==> config.mk <==
export PLATFORM = sky130hd
export DESIGN_NAME = fifo_wptr_full
export DESIGN_NICKNAME = d
export VERILOG_FILES = /design/src/rtl/async_fifo_pkg.sv /design/src/rtl/fifo_gray2bin.sv /design/src/rtl/fifo_wptr_full.sv
export SDC_FILE = /design/constraint.sdc
export NUM_CORES = 1
export LEC_CHECK = 0
export ABC_CLOCK_PERIOD_IN_PS = 5900
export CAP_MARGIN = 20
export CORE_MARGIN = 1.5
export CORE_UTILIZATION = 42
export DETAILED_ROUTE_END_ITERATION = 8
export PLACE_DENSITY = 0.78
export SYNTH_ARGS = -nofsm -noshare
export SYNTH_HDL_FRONTEND = slang
export SYNTH_SLANG_ARGS = --single-unit
==> constraint.sdc <==
create_clock -name wclk -period 5.9 [get_ports wclk]
set_input_delay 1.18 -clock wclk [delete_from_list [all_inputs] [get_ports wclk]]
set_output_delay 1.18 -clock wclk [all_outputs]
set_load 0.05 [all_outputs]
==> src/rtl/async_fifo_pkg.sv <==
// Shared definitions for the dual-clock async FIFO pointer blocks (write and read side).
// Gray/binary helpers work on a 32-bit container; callers zero-extend and truncate to width.
package async_fifo_pkg;

  localparam int unsigned ASIZE_DFLT = 4;
  localparam int unsigned DEPTH      = 1 << ASIZE_DFLT;

  function automatic logic [31:0] bin2gray(input logic [31:0] x);
    return (x >> 1) ^ x;
  endfunction

  function automatic logic [31:0] gray2bin(input logic [31:0] x);
    logic [31:0] b;
    b = x;
    for (int i = 30; i >= 0; i--) begin
      b[i] = b[i+1] ^ x[i];
    end
    return b;
  endfunction

endpackage

==> src/rtl/fifo_gray2bin.sv <==
// Combinational Gray-to-binary converter built as an MSB-first XOR prefix chain.
module fifo_gray2bin #(
  parameter int unsigned Width = 5
) (
  input  logic [Width-1:0] gray_i,
  output logic [Width-1:0] bin_o
);

  always_comb begin
    bin_o = gray_i;
    for (int i = int'(Width) - 2; i >= 0; i--) begin
      bin_o[i] = bin_o[i+1] ^ gray_i[i];
    end
  end

endmodule

==> src/rtl/fifo_wptr_full.sv <==
// Write-side pointer, RAM write port control and full/overflow flags of the async FIFO.
// Optional occupancy estimate and almost-full flag are enabled by ASYNC_FIFO_WLEVEL_EN.
module fifo_wptr_full
  import async_fifo_pkg::*;
#(
  parameter int unsigned ASIZE        = ASIZE_DFLT,
  parameter int unsigned AFULL_MARGIN = 2
) (
  input  logic             wclk,
  input  logic             wrst_n,
  input  logic             winc,
  input  logic [ASIZE:0]   wq2_rptr,
  input  logic             woverflow_clr,
  output logic             wen,
  output logic [ASIZE-1:0] waddr,
  output logic [ASIZE:0]   wptr,
  output logic             wfull,
  output logic             woverflow,
  output logic [ASIZE:0]   wlevel,
  output logic             walmost_full
);

  if (ASIZE < 2) begin : g_bad_asize
    $error("fifo_wptr_full: ASIZE must be >= 2");
  end
  if (AFULL_MARGIN > (1 << ASIZE)) begin : g_bad_margin
    $error("fifo_wptr_full: AFULL_MARGIN exceeds FIFO depth");
  end

  logic [ASIZE:0] wbin_q, wbin_next, wgray_next, wptr_q;
  logic           wfull_q, wfull_next;
  logic           woverflow_q, woverflow_d;

  assign wen        = winc & ~wfull_q;
  assign wbin_next  = wbin_q + {{ASIZE{1'b0}}, wen};
  assign wgray_next = (ASIZE + 1)'(bin2gray(32'(wbin_next)));

  // Full when the next write pointer has lapped the read pointer: top two Gray bits inverted.
  assign wfull_next = (wgray_next == {~wq2_rptr[ASIZE:ASIZE-1], wq2_rptr[ASIZE-2:0]});

  // A write attempt while full sets the flag even if a clear arrives in the same cycle.
  always_comb begin
    woverflow_d = woverflow_q;
    if (woverflow_clr) woverflow_d = 1'b0;
    if (winc && wfull_q) woverflow_d = 1'b1;
  end

  always_ff @(posedge wclk or negedge wrst_n) begin
    if (!wrst_n) begin
      wbin_q      <= '0;
      wptr_q      <= '0;
      wfull_q     <= 1'b0;
      woverflow_q <= 1'b0;
    end else begin
      wbin_q      <= wbin_next;
      wptr_q      <= wgray_next;
      wfull_q     <= wfull_next;
      woverflow_q <= woverflow_d;
    end
  end

  assign waddr     = wbin_q[ASIZE-1:0];
  assign wptr      = wptr_q;
  assign wfull     = wfull_q;
  assign woverflow = woverflow_q;

`ifdef ASYNC_FIFO_WLEVEL_EN
  localparam logic [ASIZE:0] AfullLevel = (ASIZE + 1)'((1 << ASIZE) - AFULL_MARGIN);

  logic [ASIZE:0] rbin_s, wlevel_next, wlevel_q;
  logic           wafull_q;

  fifo_gray2bin #(
    .Width(ASIZE + 1)
  ) u_rptr_g2b (
    .gray_i(wq2_rptr),
    .bin_o (rbin_s)
  );

  // The synchronized read pointer lags, so this level can only over-estimate occupancy.
  assign wlevel_next = wbin_next - rbin_s;

  always_ff @(posedge wclk or negedge wrst_n) begin
    if (!wrst_n) begin
      wlevel_q <= '0;
      wafull_q <= 1'b0;
    end else begin
      wlevel_q <= wlevel_next;
      wafull_q <= (wlevel_next >= AfullLevel);
    end
  end

  assign wlevel       = wlevel_q;
  assign walmost_full = wafull_q;
`else
  assign wlevel       = '0;
  assign walmost_full = wfull_q;
`endif

endmodule

==> results of run 1 <==
[kinds of logic (layout without fill, tap and decap cells)]
logic type | count (synthesis) | after routing | share of synthesized area
buffers and inverters | 8 | 27 | 0.08898
other | 1 | 5 | 0.006350
adders and majority gates | 2 | 2 | 0.04237
AOI/OAI and AO/OA | 9 | 9 | 0.1081
DFF | 11 | 11 | 0.4661
xor gates and xnor gates | 10 | 10 | 0.1610
and+or+nand+nor | 14 | 14 | 0.1271
[cell usage in the layout, fill, tap and decap left out, types with 2 or more instances in the layout]
cell             synthesis  final
clkdlybuf4s50_1          0     21
dfrtp_1                 11     11
xnor2_1                  5      5
conb_1                   1      5
xor2_1                   4      4
nand3_1                  3      3
nand2_1                  3      3
clkbuf_4                 0      3
inv_1                    2      2
o21ai_0                  2      2
or3_1                    2      2
nor2_1                   2      2
ha_1                     2      2
[worst min-delay path: stages (launching register included)]
cell and delay [ns]:
dfrtp_1 0.39, inv_1 0.05, o21ai_0 0.06
[routing by layer]
| layer | global-route usage | vias up | routed length, um |
|---|---|---|---|
| met2 | 0.2698 | 14 | 459 |
| met3 | 0.06667 | 2 | 60 |
| met1 | 0.2075 | 181 | 511 |
| met4 | 0.1000 | 0 | 11 |
| met5 | 0 | - | 0 |
| li1 | - | 225 | - |
[state kept, by name, indices dropped and copies added, names as in the netlist]
register	cells
woverflow	1
wbin_q	5
wptr	4
walmost_full	1
[per-stage QoR]
step | utilization | cell area [um2] | setup WS [ns] | instances
floorplan | - | 605.6 | 2.187 | 59
global placement | 0.6067 | 789.5 | 2.067 | 89
detailed placement | 0.6067 | 789.5 | 2.035 | 89
CTS | 0.6269 | 815.8 | 2.025 | 93
global route | 0.6269 | 815.8 | 1.975 | 93
finish | 0.6269 | 815.8 | 2.037 | 93
[worst paths after layout]
kind	from	to	slack [ns]	depth (start not counted)
min in group asynchronous	wrst_n	wbin_q[0]	1.24	1
setup / recovery	winc	wen	2.04	3
setup reg to reg	walmost_full	walmost_full	3.58	8
hold / removal	woverflow	woverflow	0.54	2
max in group asynchronous	wrst_n	wbin_q[3]	4.33	1
hold reg to reg	woverflow	woverflow	0.54	2
[synth_stat cells]
| master | number |
|---|---|
| a21boi_0 | 1 |
| dfrtp_1 | 11 |
| xor2_2 | 1 |
| a22oi_2 | 1 |
| a31oi_1 | 1 |
| or3_1 | 2 |
| nor2_1 | 2 |
| nand4_1 | 1 |
| o22ai_1 | 1 |
| o21ai_0 | 2 |
| buf_4 | 6 |
| nand3_1 | 3 |
| conb_1 | 1 |
| ha_1 | 2 |
| and4b_1 | 1 |
| xor2_1 | 4 |
| xnor2_1 | 5 |
| a211o_1 | 1 |
| o21a_1 | 1 |
| a21oi_1 | 1 |
| nand2_1 | 3 |
| inv_1 | 2 |
| nor2b_1 | 1 |
| nand2b_1 | 1 |
[cell type report]
type	instances	area (um2)	area share
Multi-Input combinational cell	40	277.8	0.3405
Inverter	2	7.507	0.009202
Tap cell	15	18.77	0.02301
Timing Repair Buffer	21	210.2	0.2577
Clock buffer	4	26.28	0.03221
Sequential cell	11	275.3	0.3374
==> summary.txt, run 1 <==
Status = completed
DR DRC count = 0
Routed WL = 1043 um
Synth Cell Area = 590.6 um2
DR vias/cell = 4.538
Worst skew pair latency = 0.27 ns
Vias = 422
Antenna diodes = 0
# H-tree levels = 1
Sequential cell area fraction in the yosys report = 0.4661
Maximum fanout along the worst path = 2
Starting Density = 0.4538
Crit-path most repeated cell = clkdlybuf4s50_1
Worst slew pin tran = 0.5024 ns
CTS tree = done
Final hold slack = 0.5364 ns
Largest area contributor in the netlist = dfrtp_1
Final setup TNS = 0 ns
YS warnings = 0
Core Rows = 13
Die height = 40.50 um
Crit end category = output pin
Initial antenna violation count = 0
Number of global-route vias before repair = 423
Layout cells sized above 1 = 0.06410
Area grow syn2layout = 38.14%
Fmax = 258.8 MHz
GRT Total Usage = 0.1759
Drt initial violations = 10
Period utilisation layout = 0.6548
Final min period = 3.863 ns
I/O pins = 27
RePlAce Congestion = 0.7632
Die Wd = 40.50 um
Maxcap violations = 0
Rel. slew slack = 0.6640
Fill cells = 110
Net count, final = 90
Startpoint Class = primary input
Hold Path Class = register to register
RSZ-0062 raised after global routing = no
Final setup fails = 0
Core area = 1301 um2
CTS sink cnt = 11
Crit path kind = primary input to output pin
DPL Wire Length = 814.5 um
Delay-heaviest family, CP = buffers and inverters
Mapped Cells = 55
I/O Buffers = 21
Max stage delay cell, worst path = clkdlybuf4s50_1
Final hold viol count = 0
#FFs+latches synth = 11
CTS max path bufs = 2
WP buf/inv = 2
WP data arrival = 2.68 ns
Final Slew Violations = 0
CP cell instances = clkdlybuf4s50_1 -> nor2b_1 -> clkdlybuf4s50_1
Syn Area/Cell = 10.74 um2
Largest cells by area after synthesis = dfrtp_1 47%, buf_4 7.6%, xnor2_1 7.4%
Max stage delay on crit path = 0.83 ns
Num CTS Buffers = 3
Netlist cell types = 24
Post-CTS setup buffer count = 0
GR Overflow Total = 0
Reg clk slew, reported paths = 0.07 ns
Post-route ant nets = 0
Hold-fix buffers, CTS = 0
First-pass GRT wire length = 1800 um
Root buf cell = clkbuf_4
CP required = 4.72 ns
Post-CTS Resized = 0
Drt wl/cell = 11.22 um
Synth top area share = 0.4661
Largest net degree at the start of global routing = 12
Setup Skew = 0.001604 ns
Die area = 1640 um2
Drt pass-1 iters = 4
Power of run 1 is left out: the tool's default activity adds up to more than one toggle a clock period on the data nets, which glitch-free logic cannot reach.
==> run 2: changes to the inputs <==
- ABC_CLOCK_PERIOD_IN_PS: 5900 -> 3300
- CORE_UTILIZATION: 42 -> 35
- PLACE_DENSITY: 0.78 -> 0.69
- clock period: 5.9 -> 3.3 ns (I/O delays scaled with it)
==> summary.txt, run 2 (synthesized netlist as in run 1, its figures left out) <==
CP cell instances = clkdlybuf4s50_1 -> nor2b_1 -> ha_1 -> ha_1 -> and4b_1 -> o21a_1 -> or3_1 -> a211o_1 -> a22oi_2
Commonest non-fill, non-tap cell in the layout = clkdlybuf4s50_1
Fmax = 352.1 MHz
Largest net degree at the start of global routing = 12 (unchanged)
Crit end category = register
Crit-path most repeated cell = ha_1
First-pass GRT wire length = 1821 um (+1.2%)
Layout cells sized above 1 = 0.06410 (unchanged)
Die Wd = 44.08 um (+8.8%)
Multi-input combinational cell area = 277.8 um2 (unchanged)
Final setup fails = 0 (unchanged)
Antenna diodes = 0 (unchanged)
Setup Skew = 0.001881 ns (+0.0002762 ns)
Most frequent cells in the layout = 21 x clkdlybuf4s50_1, 11 x dfrtp_1, 5 x xnor2_1, 5 x conb_1, 4 x xor2_1
Crit path kind = primary input to register
DR vias/cell = 4.755 (+4.8%)
Period utilisation layout = 0.8607
Area grow syn2layout = 38.35%
Startpoint Class = primary input
Register area = 275.3 um2 (unchanged)
Die area = 1943 um2 (+18%)
Final setup TNS = 0 ns (unchanged)
Starting Density = 0.3831 (-0.07073)
Drt initial violations = 2 (-8)
Worst slew pin tran = 0.5091 ns (+0.006653 ns)
I/O Buffers = 21 (unchanged)
Final hold viol count = 0 (unchanged)
Num CTS Buffers = 3 (unchanged)
CP required = 3.49 ns (-1.23 ns)
Status = completed
Initial antenna violation count = 0 (unchanged)
Post-CTS setup buffer count = 0 (unchanged)
Number of global-route vias before repair = 426 (+0.71%)
Rel. slew slack = 0.6596 (-0.004449)
Die height = 44.08 um (+8.8%)
WP data arrival = 3.03 ns (+0.35 ns)
Hold Path Class = register to register
GR Overflow Total = 0 (unchanged)
Core area = 1541 um2 (+18%)
Vias = 447 (+5.9%)
Net count, final = 90 (unchanged)
DPL Wire Length = 854.1 um (+4.9%)
CTS tree = done
Max stage delay cell, worst path = clkdlybuf4s50_1
RePlAce Congestion = 0.6851 (-10%)
Reg clk slew, reported paths = 0.06 ns (about the same)
Fill cells = 145 (+32%)
Worst skew pair latency = 0.26 ns (about the same)
Post-CTS Resized = 0 (unchanged)
Hold-fix buffers, CTS = 0 (unchanged)
Root buf cell = clkbuf_4
Register name with the most flops = wbin_q
DR DRC count = 0 (unchanged)
GRT Total Usage = 0.1315 (-0.04435)
RSZ-0062 raised after global routing = no
Final Slew Violations = 0 (unchanged)
Maximum fanout along the worst path = 5 (+3)
# H-tree levels = 1 (unchanged)
CTS max path bufs = 2 (unchanged)
Largest register FFs = 5 (unchanged)
CTS sink cnt = 11 (unchanged)
Max stage delay on crit path = 0.47 ns (-0.36 ns)
Post-route ant nets = 0 (unchanged)
Core Rows = 14 (+1)
Routed WL = 1067 um (+2.3%)
Drt pass-1 iters = 2 (-2)
Drt wl/cell = 11.35 um (+1.2%)
I/O pins = 27 (unchanged)
Final min period = 2.840 ns
Maxcap violations = 0 (unchanged)
[run 2: cell counts in the layout (fill, tap and decap cells not counted)]
No cell type changed its count.
[run 2: path summary, 6_finish.rpt]
path | start | cells after the start | end | slack [ns]
worst max-delay path | winc | 9 | walmost_full | 0.46
worst min-delay path | woverflow | 2 | woverflow | 0.52
worst max register to register | walmost_full | 8 | walmost_full | 0.94
worst min register to register | woverflow | 2 | woverflow | 0.52
max in group asynchronous | wrst_n | 1 | walmost_full | 2.24
min in group asynchronous | wrst_n | 1 | wbin_q[4] | 0.73
[run 2: metal layers]
metal  global-route usage  vias up  part of all wire
met3              0.02857        3             0.050
li1                     -      225                 -
met1               0.1503      201              0.41
met2               0.2265       18              0.52
met5                    0        -                 0
met4              0.07273        0             0.020
[run 2: worst max-delay path, delay by kind of cell]
family | cells | cell delay [ns]
buf+inv | 1 | 0.47
fa+ha+maj | 2 | 0.50
simple gates | 3 | 0.74
compound gates | 3 | 0.65
[run 2: cell type report]
type | instances | area share
multi-input cells | 40 | 0.3400
flip-flops and latches | 11 | 0.3369
repair buffers | 21 | 0.2573
clock buffers | 4 | 0.03216
well taps | 16 | 0.02450
inverters | 2 | 0.009188
[run 2: through the flow]
step	hold WS, ns	std cells	utilization	worst slack, ns	cell area (um2)
after floorplan	0.3644	59	-	0.1067	605.6
after global placement	0.5098	90	0.5130	0.2458	790.8
after detailed placement	0.5206	90	0.5130	0.1799	790.8
after CTS	0.5333	94	0.5300	0.4442	817.0
after global routing	0.5821	94	0.5300	0.2613	817.0
final	0.5218	94	0.5300	0.4597	817.0
Power of run 2 is left out for the same reason.
